**src/rtl/decode_pkg.sv**
```systemverilog
// Shared encodings for the decode stage: ROM op kinds, jump selects,
// sequencer state/kind types and the default slot counts per sequence.
package decode_pkg;

  localparam logic [2:0] OP_NORM = 3'd0;
  localparam logic [2:0] OP_CALL = 3'd1;
  localparam logic [2:0] OP_RET  = 3'd2;
  localparam logic [2:0] OP_RTI  = 3'd3;

  localparam logic [1:0] JS_NEXT   = 2'b00;
  localparam logic [1:0] JS_BRANCH = 2'b01;
  localparam logic [1:0] JS_MEM    = 2'b10;
  localparam logic [1:0] JS_VECTOR = 2'b11;

  localparam int DEF_CALL_CYC = 2;
  localparam int DEF_RET_CYC  = 3;
  localparam int DEF_RTI_CYC  = 3;
  localparam int DEF_INT_CYC  = 2;

  typedef enum logic {
    ST_IDLE,
    ST_SEQ
  } seq_state_e;

  typedef enum logic [1:0] {
    K_CALL,
    K_RET,
    K_RTI,
    K_INT
  } seq_kind_e;

  // Where the PC goes once a sequence (or its single slot) finishes.
  function automatic logic [1:0] kind_jump(input seq_kind_e k);
    case (k)
      K_CALL:  return JS_BRANCH;
      K_INT:   return JS_VECTOR;
      default: return JS_MEM;
    endcase
  endfunction

  function automatic logic is_seq_op(input logic [2:0] op);
    return (op == OP_CALL) || (op == OP_RET) || (op == OP_RTI);
  endfunction

  function automatic seq_kind_e op_to_kind(input logic [2:0] op);
    case (op)
      OP_CALL: return K_CALL;
      OP_RET:  return K_RET;
      default: return K_RTI;
    endcase
  endfunction

endpackage

```
**src/rtl/reg_file_bypass.sv**
```systemverilog
// NREG x W register file, two combinational read ports, one write port.
// A read of the address being written this cycle returns the write data.
module reg_file_bypass #(
  parameter int NREG = 8,
  parameter int W    = 16,
  parameter int AW   = $clog2(NREG)
) (
  input  logic          clk,
  input  logic          rst,
  input  logic          we,
  input  logic [AW-1:0] wa,
  input  logic [W-1:0]  wd,
  input  logic [AW-1:0] ra0,
  input  logic [AW-1:0] ra1,
  output logic [W-1:0]  rd0,
  output logic [W-1:0]  rd1
);

  logic [W-1:0] regs [NREG];

  always_ff @(posedge clk or posedge rst) begin
    if (rst) begin
      for (int i = 0; i < NREG; i++) regs[i] <= '0;
    end else if (we) begin
      regs[wa] <= wd;
    end
  end

  assign rd0 = (we && (wa == ra0)) ? wd : regs[ra0];
  assign rd1 = (we && (wa == ra1)) ? wd : regs[ra1];

endmodule

```
**src/rtl/decode_stage_seq.sv**
```systemverilog
// Decode stage: register file, stack pointer, load-use bubbles, and a
// sequencer that expands CALL/RET/RTI/interrupt entry into multi-slot runs.
module decode_stage_seq
  import decode_pkg::*;
#(
  parameter int W           = 16,
  parameter int NREG        = 8,
  parameter int AW          = $clog2(NREG),
  parameter int SP_W        = 16,
  parameter int STACK_START = 2**11 - 1,
  parameter int EX_W        = 14,
  parameter int MEM_W       = 7,
  parameter int WB_W        = 6,
  parameter int CALL_CYC    = DEF_CALL_CYC,
  parameter int RET_CYC     = DEF_RET_CYC,
  parameter int RTI_CYC     = DEF_RTI_CYC,
  parameter int INT_CYC     = DEF_INT_CYC
) (
  input  logic             clk,
  input  logic             rst,
  input  logic [2:0]       op_kind,
  input  logic [EX_W-1:0]  ex_in,
  input  logic [MEM_W-1:0] mem_in,
  input  logic [WB_W-1:0]  wb_in,
  input  logic             mem_read_in,
  input  logic             wb_en_in,
  input  logic             uses_src,
  input  logic             uses_dst,
  input  logic [AW-1:0]    src,
  input  logic [AW-1:0]    dst,
  input  logic             reg_we,
  input  logic [AW-1:0]    wa,
  input  logic [W-1:0]     wd,
  input  logic             sp_we,
  input  logic [SP_W-1:0]  sp_wd,
  input  logic             interrupt,
  input  logic             branch_taken,
  output logic [EX_W-1:0]  ex_out,
  output logic [MEM_W-1:0] mem_out,
  output logic [WB_W-1:0]  wb_out,
  output logic [W-1:0]     rsrc,
  output logic [W-1:0]     rdst,
  output logic [SP_W-1:0]  sp,
  output logic             fd_enable,
  output logic             pc_enable,
  output logic             flush,
  output logic [1:0]       jump_sel,
  output logic             busy,
  output logic [2:0]       seq_step
);

  localparam logic [2:0] CALL_LAST = 3'(CALL_CYC - 1);
  localparam logic [2:0] RET_LAST  = 3'(RET_CYC - 1);
  localparam logic [2:0] RTI_LAST  = 3'(RTI_CYC - 1);
  localparam logic [2:0] INT_LAST  = 3'(INT_CYC - 1);

  function automatic logic [2:0] last_step(input seq_kind_e k);
    case (k)
      K_CALL:  return CALL_LAST;
      K_RET:   return RET_LAST;
      K_RTI:   return RTI_LAST;
      default: return INT_LAST;
    endcase
  endfunction

  seq_state_e    state, state_d;
  seq_kind_e     kind, kind_d;
  logic [2:0]    step, step_d;
  logic          int_pend;
  logic          prev_valid, prev_mem_read, prev_wb_en;
  logic [AW-1:0] prev_dst;
  logic          issue, int_take, stall;
  seq_kind_e     op_k;
  logic          op_seq;

  reg_file_bypass #(.NREG(NREG), .W(W), .AW(AW)) u_rf (
    .clk (clk),
    .rst (rst),
    .we  (reg_we),
    .wa  (wa),
    .wd  (wd),
    .ra0 (src),
    .ra1 (dst),
    .rd0 (rsrc),
    .rd1 (rdst)
  );

  assign op_seq   = is_seq_op(op_kind);
  assign op_k     = op_to_kind(op_kind);
  assign busy     = (state == ST_SEQ);
  assign seq_step = step;

  // Load-use: the previous slot loads into a register this one reads.
  assign stall = prev_valid & prev_mem_read & prev_wb_en &
                 ((uses_src & (src == prev_dst)) | (uses_dst & (dst == prev_dst)));

  always_comb begin
    ex_out    = '0;
    mem_out   = '0;
    wb_out    = '0;
    fd_enable = 1'b1;
    pc_enable = 1'b1;
    flush     = 1'b0;
    jump_sel  = JS_NEXT;
    issue     = 1'b0;
    int_take  = 1'b0;
    state_d   = state;
    kind_d    = kind;
    step_d    = step;

    if (branch_taken) begin
      flush    = 1'b1;
      jump_sel = JS_BRANCH;
      state_d  = ST_IDLE;
      step_d   = '0;
    end else if (state == ST_SEQ) begin
      issue     = 1'b1;
      fd_enable = 1'b0;
      pc_enable = 1'b0;
      if (step == last_step(kind)) begin
        fd_enable = 1'b1;
        pc_enable = 1'b1;
        jump_sel  = kind_jump(kind);
        state_d   = ST_IDLE;
        step_d    = '0;
      end else begin
        step_d = step + 3'd1;
      end
    end else if (stall) begin
      fd_enable = 1'b0;
      pc_enable = 1'b0;
    end else if (int_pend && (op_kind != OP_CALL)) begin
      int_take = 1'b1;
      if (INT_LAST != 3'd0) begin
        state_d = ST_SEQ;
        kind_d  = K_INT;
        step_d  = '0;
      end else begin
        issue    = 1'b1;
        jump_sel = JS_VECTOR;
      end
    end else if (op_seq && (last_step(op_k) != 3'd0)) begin
      state_d = ST_SEQ;
      kind_d  = op_k;
      step_d  = '0;
    end else begin
      // Single-slot instruction; a one-slot CALL/RET/RTI jumps right away.
      issue = 1'b1;
      if (op_seq) jump_sel = kind_jump(op_k);
    end

    if (issue) begin
      ex_out  = ex_in;
      mem_out = mem_in;
      wb_out  = wb_in;
    end
  end

  always_ff @(posedge clk or posedge rst) begin
    if (rst) begin
      state         <= ST_IDLE;
      kind          <= K_CALL;
      step          <= '0;
      int_pend      <= 1'b0;
      prev_valid    <= 1'b0;
      prev_mem_read <= 1'b0;
      prev_wb_en    <= 1'b0;
      prev_dst      <= '0;
    end else begin
      state <= state_d;
      kind  <= kind_d;
      step  <= step_d;
      // A new request in the cycle the INT run starts is kept pending.
      if (interrupt) int_pend <= 1'b1;
      else if (int_take) int_pend <= 1'b0;
      prev_valid <= issue;
      if (issue) begin
        prev_mem_read <= mem_read_in;
        prev_wb_en    <= wb_en_in;
        prev_dst      <= dst;
      end
    end
  end

  always_ff @(posedge clk or posedge rst) begin
    if (rst) sp <= SP_W'(STACK_START);
    else if (sp_we) sp <= sp_wd;
  end

endmodule

```
**config.mk**
```make
export PLATFORM = sky130hd
export DESIGN_NAME = decode_stage_seq
export DESIGN_NICKNAME = d
export VERILOG_FILES = /design/src/rtl/decode_pkg.sv /design/src/rtl/reg_file_bypass.sv /design/src/rtl/decode_stage_seq.sv
export SDC_FILE = /design/constraint.sdc
export NUM_CORES = 1
export LEC_CHECK = 0
export CORE_UTILIZATION = 40
export CTS_CLUSTER_SIZE = 25
export DETAILED_ROUTE_END_ITERATION = 7
export GPL_ROUTABILITY_DRIVEN = 0
export GPL_TIMING_DRIVEN = 0
export MAX_ROUTING_LAYER = met4
export PLACE_DENSITY = 0.73
export SLEW_MARGIN = 20
export SYNTH_ARGS = -nofsm -noshare
export SYNTH_HDL_FRONTEND = slang
export SYNTH_HIERARCHICAL = 1
export SYNTH_SLANG_ARGS = --single-unit
```
**constraint.sdc**
```tcl
create_clock -name clk -period 8.8 [get_ports clk]
set_clock_uncertainty 0.2 [all_clocks]
set_input_delay 2.64 -clock clk [delete_from_list [all_inputs] [get_ports clk]]
set_output_delay 2.64 -clock clk [all_outputs]
set_load 0.02 [all_outputs]
```
# Word level (Yosys, flattened, before mapping)
# Index checks and enable logic that the tools add are counted.
# op_classes
muxes	62
n_lt_le_gt_ge	4
reduce_logical	17
n_addsub	1
n_bitwise	12
n_eq_ne	16
# ops
op	n
128-bit bitwise mux	1
16-bit two-way mux	7
16-bit binary-select mux with 3-bit select	2
16-bit demux with 3-bit select	1
3-bit two-way mux	12
1-bit two-way mux	22
2-bit two-way mux	11
3-bit == test	5
14-bit two-way mux	1
4-bit greater-or-equal comparator, second input constant	3
3-bit NOT with 4-bit output	3
2-bit one-hot mux with 2 select lines	3
2-bit == test, second input constant	4
7-bit two-way mux	1
3-bit by 2-bit == test with 1-bit output, second input constant	2
6-bit two-way mux	1
1-bit bitwise AND	5
1-bit logical AND	5
2-bit by 1-bit == test with 1-bit output, second input constant	2
2-bit zero test	2
4-bit by 1-bit < comparator with 1-bit output, second input constant	1
4-bit AND reduction	1
2-bit nonzero test	2
4-bit nonzero test	1
other kinds (10)	14
# totals
out_inout_bits	84
register_bits	157

# Longest topological paths before layout
# Gate-level depths: netlist (run 1).
# logic_depth
depth_word	17
mapped_depth	6
ltp_nobuf	6

# Cells and area by module
# Netlist (run 1), hierarchy kept.
# modules_own_cells
module	seq_area_each_um2	area_each_um2	instances	cells_each
reg_file_bypass	3203.1	7505.9	1	453
decode_stage_seq	739.5	1550.2	1	139

# Least setup slack after synthesis (run 1)
# No wires, ideal clock.
# synth_path
path_kind	input -> output
start	input dst[0]
end	output rdst[0]
required_ps	5960
arrival_time_ps	3988
n_path_buf	2
cell_stages	5
slack_ps	1972
cell_sequence	buf_6 buf_6 mux4_1 mux2_2 mux2_2
# synth_between
elab_chain_len	5
elab_cells_between_ends	7
# synth_lines
item	line	rtl
start, declared	decode_stage_seq.sv:30	input logic [AW-1:0] dst,
3-bit NOT with 4-bit output (implied by the code)	reg_file_bypass.sv:30	assign rd1 = (we && (wa == ra1)) ? wd : regs[ra1];
16-bit binary-select mux with 3-bit select	reg_file_bypass.sv:30	
16-bit two-way mux (implied by the code) (2 in a row)	reg_file_bypass.sv:30	
16-bit two-way mux (*)	reg_file_bypass.sv:30	
end, declared	decode_stage_seq.sv:42	output logic [W-1:0] rdst,
# Every way passes the cells marked *; elsewhere a longest branch is shown, timed or not. The select of a mux whose other input is x is not followed.

# Final worst setup path (run 1)
# layout_path
start	input dst[2]
end	output rdst[10]
# The elaborated chain is that of the path after synthesis.

==> results of run 1 <==
-- cell type report --
cell class	instances	area (sq um)
Fill cell	1823	10600
Multi-Input combinational cell	370	4750
Tap cell	280	350
Clock inverter	11	141
Inverter	7	33.8
Sequential cell	157	3940
Buffer	58	338
Timing Repair Buffer	143	1450
Clock buffer	21	450
-- worst max-delay path: stages --
cell and delay, ns:
clkdlybuf4s50_1 0.54, clkbuf_1 0.59, xnor2_1 0.20, nand4_1 0.48
buf_4 0.43, mux2_4 0.32, clkdlybuf4s50_1 0.56
-- state kept, by name, summed over array words and instances (netlist names) --
name,count
busy,1
int_pend,1
kind,2
prev_dst,3
prev_mem_read,1
prev_valid,1
prev_wb_en,1
seq_step,3
sp,16
u_rf/regs,128
-- cells in the final DEF (no fill, tap or decap), types with 2 or more instances in the layout --
master / Yosys / layout
mux2_2: 191 / 191
dfrtp_1: 146 / 146
nand2b_1: 3 / 3
a21oi_1: 3 / 3
nor3_1: 4 / 4
dfstp_2: 11 / 11
nor3_2: 2 / 2
and3_1: 2 / 2
o211ai_1: 3 / 3
nand3_1: 2 / 2
nand4_1: 5 / 5
mux4_1: 46 / 46
buf_2: 15 / 15
mux2_1: 2 / 2
clkdlybuf4s50_1: 0 / 142
o41ai_1: 2 / 2
buf_6: 8 / 8
clkinv_2: 0 / 4
and2_1: 27 / 27
bufinv_16: 0 / 3
buf_1: 17 / 17
ha_1: 2 / 2
mux4_2: 18 / 18
nand4b_1: 3 / 3
xnor2_1: 12 / 12
nor3b_2: 2 / 2
nand2_1: 4 / 4
clkinvlp_4: 0 / 3
inv_1: 7 / 5
clkbuf_16: 0 / 17
a2bb2oi_1: 2 / 2
mux2_4: 20 / 20
buf_4: 11 / 11
clkbuf_1: 7 / 10
nor2_1: 6 / 6
-- synthesized netlist by cell type, types with 2 or more instances --
cell       number  area share, %
and3_1          2           0.14
dfrtp_1       146             40
a21oi_1         3           0.17
nor3_1          4           0.22
mux2_2        191             24
buf_4          11           0.91
nand3_1         2           0.11
a2bb2oi_1       2           0.19
clkbuf_1        7           0.29
nor3_2          2           0.22
mux4_2         18            4.5
nand2_1         4           0.17
buf_6           8           0.99
nand4_1         5           0.35
mux2_4         20            3.3
xnor2_1        12            1.2
nor3b_2         2           0.28
o211ai_1        3           0.25
mux2_1          2           0.25
o41ai_1         2           0.19
ha_1            2           0.28
mux4_1         46             13
inv_1           7           0.29
and2_1         27            1.9
dfstp_2        11            3.2
nor2_1          6           0.25
nand2b_1        3           0.21
nand4b_1        3           0.29
buf_2          15           0.83
buf_1          17           0.70
-- worst max-delay path by stage --
stage / slack [ns] / end / depth (start not counted)
4_1_cts: 0.17 / rsrc[7] / 7
3_5_place_dp: 0.15 / rsrc[7] / 7
5_1_grt: 0.05 / rsrc[9] / 7
2_1_floorplan: 1.97 / rdst[0] / 5
3_3_place_gp: 0.17 / rdst[10] / 7
6_report: 0.18 / rdst[10] / 7
-- metrics by stage --
step / instance area (sq um) / total power, mW
floorplan: 9060 / 1.54
global placement: 10800 / 1.81
detailed placement: 10900 / 1.84
CTS: 11500 / 2.59
global route: 11500 / 2.69
finish: 11500 / 2.57
-- logic make-up (layout without fill, tap and decap cells) --
logic type,Yosys count,count (layout),synth area share [%]
and+or+nand+nor,64,64,4.43
muxes,277,277,45.1
buffers and inverters,65,240,4.02
xor gates and xnor gates,12,12,1.16
AOI/OAI and AO/OA,15,15,1.44
DFF,157,157,43.5
adders and majority gates,2,2,0.276
-- metal layers --
| metal | track usage [%] | vias to the layer above | wire length [um] | share of wire [%] |
|---|---|---|---|---|
| met5 | - | - | 0 | 0 |
| met4 | 5.15 | 0 | 280 | 1.2 |
| met3 | 4.92 | 27 | 1330 | 5.8 |
| met2 | 35.2 | 189 | 11700 | 51 |
| met1 | 25.6 | 3008 | 9540 | 42 |
| li1 | - | 2610 | - | - |
-- power by group through the flow --
stage	Combinational [mW]	Clock [mW]	Sequential, mW
finish	0.835	0.744	0.991
CTS	0.843	0.760	0.989
global placement	0.823	0	0.989
floorplan	0.560	0	0.981
detailed placement	0.838	0	1.00
global route	0.888	0.791	1.01
==> summary.md, run 1 <==
| Metric | Value |
|---|---|
| Slew of the pin with the lowest slew margin | 0.779 ns |
| Final Core Density | 52.0% |
| Initial Util | 41.1% |
| Finished Layout Cells | 1047 |
| WS Path Type | in2out |
| Sequential power share | 38.6% |
| Syn_nets | 675 |
| Post-DRT Antenna Nets | 0 |
| Detailed placement HPWL | 15800 um |
| RSZ-0062 raised after global routing | no |
| Start point of the critical path | dst[2] |
| Initial DRT Pass Iterations | 8 |
| CP endpoint kind | output port |
| Setup slack, reg-to-reg | 6.49 ns |
| Num CTS Buffers | 17 |
| Tmin final | 8.62 ns |
| Routed WL | 22900 um |
| Top_reg_cell synth | dfrtp_1 |
| Remaining routing DRC violations | 25 |
| Clock slew at reported path FFs | 0.06 ns |
| # diodes | 0 |
| Sw Ratio | 28.5% |
| Die height | 152 um |
| Final worst-path setup slack | 0.181 ns |
| Relative slew slack | 48.0% |
| Worst r2r src | prev_dst[1] |
| Clock power share | 29.0% |
| Hold buffers post-CTS | 0 |
| MaxCap Viol Count | 0 |
| P per Cell Area | 224 mW/mm^2 |
| Synth Instances | 592 |
| Post-synth EDFFs | 0 |
| Vias post-DR | 5834 |
| Die X | 152 um |
| Global-route wire length before repair | 35400 um |
| R2R depth | 6 |
| Final hold violation count | 0 |
| CP max FO | 10 |
| Clock sink count | 157 |
| Logic pwr share | 32.5% |
| Failing checks | design-rule violations |
| CTS resizes | 0 |
| WL per Instance | 21.8 um |
| Hold path start | prev_wb_en |
| Share of layout cells above drive strength 1 | 40.7% |
| Maximum root-to-sink buffer count | 2 |
| IO Port Bufs | 142 |
| Total negative slack | 0 ns |
| YS warnings | 6 |
| Psw | 0.732 mW |
| Root buffer cell | clkbuf_16 |
| Nets | 837 |
| Crit Reg-Reg Endpoint | prev_wb_en |
| CP Data Required Time | 5.96 ns |
| Startpoint types | input pin |
| Leakage | 4.77 nW |
| Total global routing overflow | 0 |
| Cell variety after synth | 39 |
| Vias per cell | 5.57 |
| CP arrival | 5.78 ns |
| # H-tree levels | 4 |
| P_int | 1.84 mW |
| Hold endpoint | prev_wb_en |
| GR Util All Layers | 21.0% |
| CTS tree | yes |
| Area grow syn2layout | 26.5% |
| Initial DRC Count | 370 |
| Status | finished, violations left |
| Vias in the first global route | 5918 |
| HP Class | reg2reg |
| Setup bufs post-CTS | 0 |
| Sequential share of the synthesized area | 43.5% |
| Final setup viols | 0 |
| WHS Path Cells | 1 |
| Post-synth design cell area | 0.00906 sq mm |
| Syn Area/Cell | 15.3 sq um |
| Worst skew pair latency | 0.43 ns |
| Fmax | 0.116 GHz |
| Max VDD drop | 0.000149 V |
| Dpl ws | 0.154 ns |
| Async S/R FF share, synth | 100% |
| Core Box Area | 0.0220 sq mm |
| Core Rows | 54 |
| Largest net degree at the start of global routing | 100 |
| Post-Place Cells | 1015 |
| Die area | 0.0232 sq mm |
| Period utilization | 97.9% |
| Hold slack final | 0.291 ns |
| Boundary pin count | 165 |
| Fin. max-slew vios | 0 |
| Synth Register Bits | 157 |
| Initial antenna violation count | 0 |
Power figures use the tool's default switching activity.
==> inputs of run 2 (changes only) <==
ABC_CLOCK_PERIOD_IN_PS = 8800   (was default)
SLEW_MARGIN = 15   (was 20)
==> run 2 against run 1 <==
  * The run still ends with design-rule violations left
  * Wire length grew 0.99%
  * Combinational power is essentially flat
  * Setup slack lost 0.014 ns
  * Non-clock buffer count grew 2
  * Clock power grew 8.5%
  * Register-to-register slack gained 0.02 ns
  * Sequential cell count is the same
  * Global-route usage grew 0.29 points
  * Die area is the same
  * Power grew 2.5%
  * Critical path type unchanged
  * Highest routed layer unchanged
==> summary.md, run 2 (synthesized netlist as in run 1, its figures left out) <==
| Metric | Value |
|---|---|
| R2R depth | 6 (unchanged) |
| Multi-input logic area | 0.00475 sq mm (unchanged) |
| WL per Instance | 22.0 um (+0.90%) |
| Post-DRT Antenna Nets | 0 (unchanged) |
| Tmin final | 8.63 ns (+0.0137 ns) |
| Most frequent cells in the layout | mux2_2, dfrtp_1, clkdlybuf4s50_1 |
| Finished Cell Area | 0.0115 sq mm (+0.63%) |
| Total negative slack | 0 ns (unchanged) |
| Crit. path cell count | 7 (unchanged) |
| Status | finished, violations left |
| Die height | 152 um (unchanged) |
| CP peak stage delay | 0.61 ns (+0.02 ns) |
| Die area | 0.0232 sq mm (unchanged) |
| Max reg flops | 128 (unchanged) |
| Fillers | 1797 (-1.4%) |
| Vias in the first global route | 6042 (+2.1%) |
| Finished Layout Cells | 1048 (+0.096%) |
| Die X | 152 um (unchanged) |
| Leakage | 4.81 nW (+0.80%) |
| Largest regs | u_rf/regs x128, sp x16 |
| Final hold violation count | 0 (unchanged) |
| Maximum root-to-sink buffer count | 2 (unchanged) |
| Remaining routing DRC violations | 25 (unchanged) |
| Clock sink count | 157 (unchanged) |
| Post-DP Area | 0.0109 sq mm (about the same) |
| Final setup viols | 0 (unchanged) |
| Global-route wire length before repair | 35900 um (+1.4%) |
| Commonest non-fill, non-tap cell in the layout | mux2_2 |
| Fin. max-slew vios | 0 (unchanged) |
| CP max FO | 10 (unchanged) |
| CTS tree | yes |
| # H-tree levels | 4 (unchanged) |
| Total power | 2.63 mW (+2.5%) |
| Period utilization | 98.1% (+0.16 points) |
| Slew of the pin with the lowest slew margin | 1.03 ns (+0.254 ns) |
| Setup slack, reg-to-reg | 6.51 ns (+0.02 ns) |
| CP cell instances | clkdlybuf4s50_1 > clkbuf_1 > xnor2_1 > nand4_1 > buf_4 > mux2_4 > clkdlybuf4s50_1 |
| Share of layout cells above drive strength 1 | 40.8% (+0.077 points) |
| HP Class | reg2reg |
| Core Box Area | 0.0220 sq mm (unchanged) |
| Nets | 839 (+0.24%) |
| Hold slack final | 0.290 ns (-0.00110 ns) |
| Num CTS Buffers | 17 (unchanged) |
| RSZ-0062 raised after global routing | no |
| Detailed placement HPWL | 15900 um (+0.33%) |
| FF+latch area | 0.00394 sq mm (unchanged) |
| IO Port Bufs | 142 (unchanged) |
| Max VDD drop | 0.000143 V (-4.1%) |
| WS Path Type | in2out |
| Most flop-heavy register | u_rf/regs |
| Vias per cell | 5.57 (about the same) |
| Root buffer cell | clkbuf_16 |
| Boundary pin count | 165 (unchanged) |
| Post-Place Cells | 1015 (unchanged) |
| Clock slew at reported path FFs | 0.06 ns (about the same) |
| WHS Path Cells | 1 (unchanged) |
| GR Util All Layers | 21.3% (+0.29 points) |
| # diodes | 0 (unchanged) |
| Startpoint types | input pin |
| Fmax | 0.116 GHz (-0.16%) |
| Relative slew slack | 30.6% (-17 points) |
| Failing checks | design-rule violations |
| CP Data Required Time | 5.96 ns (about the same) |
| Vias post-DR | 5835 (+0.017%) |
| Hold buffers post-CTS | 0 (unchanged) |
| Initial Util | 41.1% (unchanged) |
| Initial antenna violation count | 0 (unchanged) |
| Initial DRT Pass Iterations | 7 (-1) |
| CP endpoint kind | output port |
| CP arrival | 5.79 ns (about the same) |
| P per Cell Area | 229 mW/mm^2 (+1.9%) |
| MaxCap Viol Count | 0 (unchanged) |
| Initial DRC Count | 360 (-2.7%) |
| Routed WL | 23100 um (+0.99%) |
| Area grow syn2layout | 27.3% |
| Delay-heaviest family, CP | buffers and inverters |
| Worst skew pair latency | 0.42 ns (about the same) |
| Total global routing overflow | 0 (unchanged) |
| Crit path buf inv count | 4 (unchanged) |
| Largest net degree at the start of global routing | 79 (-21%) |
| Core Rows | 54 (unchanged) |
| Critical path's slowest cell | clkbuf_1 |
| Most common cell on crit path | clkdlybuf4s50_1 |
## run 2: cell count changes in the layout (fill, tap and decap cells not counted), moves of 2 or more
| cell | delta |
|---|---|
| clkinv_2 | -2 |
| bufinv_16 | +2 |
| clkinvlp_4 | -2 |
| inv_6 | +2 |
| buf_4 | +2 |
| clkbuf_1 | -2 |
## run 2: metrics by stage
step | util (%) | worst slack [ns]
CTS | 52.2 | 0.123
global placement | 49.2 | 0.172
finish | 52.3 | 0.167
global route | 52.3 | 0.0577
floorplan | - | 1.97
detailed placement | 49.3 | 0.148
## run 2: cell type report
class / count / share of cell area [%]
repair buffers: 145 / 12.7
multi-input cells: 370 / 41.2
flip-flops and latches: 157 / 34.2
clock buffers: 21 / 3.99
plain buffers: 58 / 2.98
well taps: 280 / 3.04
clock inverters: 10 / 1.61
inverters: 7 / 0.271
## run 2: final timing paths
check / from / endpoint
min: prev_wb_en / prev_wb_en
max reg2reg: prev_dst[1] / prev_dst[2]
max in group asynchronous: rst / u_rf/regs[124]
min reg2reg: prev_wb_en / prev_wb_en
min in group asynchronous: rst / u_rf/regs[72]
max: dst[2] / rdst[10]
## run 2: power breakdown
part / switching [mW] / total [mW] / internal, mW
Clock: 0.289 / 0.807 / 0.518
Combinational: 0.331 / 0.835 / 0.503
Sequential: 0.110 / 0.994 / 0.883
## run 2: timing repair
| item | CTS | global route |
|---|---|---|
| setup buffers | 0 | 2 |
| resized for setup | 0 | 2 |
| setup endpoints to repair | 0 | 2 |
## run 2: per-layer routing
metal / up-vias / routed length, um / share of wire (%) / GRT usage, %
met5: - / 0 / 0 / -
met4: 0 / 425 / 1.8 / 6.45
met3: 26 / 1550 / 6.7 / 5.32
met2: 211 / 11500 / 50 / 35.2
met1: 2991 / 9610 / 42 / 25.7
li1: 2607 / - / - / -
## run 2: worst reg2reg max path, delay by kind of cell (launching register included)
| kind | cells | cell delay (ns) |
|---|---|---|
| AO/OA/AOI/OAI | 2 | 0.69 |
| flip-flops | 1 | 0.41 |
| multiplexers | 1 | 0.33 |
| buffers and inverters | 1 | 0.27 |
| XOR/XNOR | 1 | 0.14 |
| AND/OR/NAND/NOR | 1 | 0.12 |
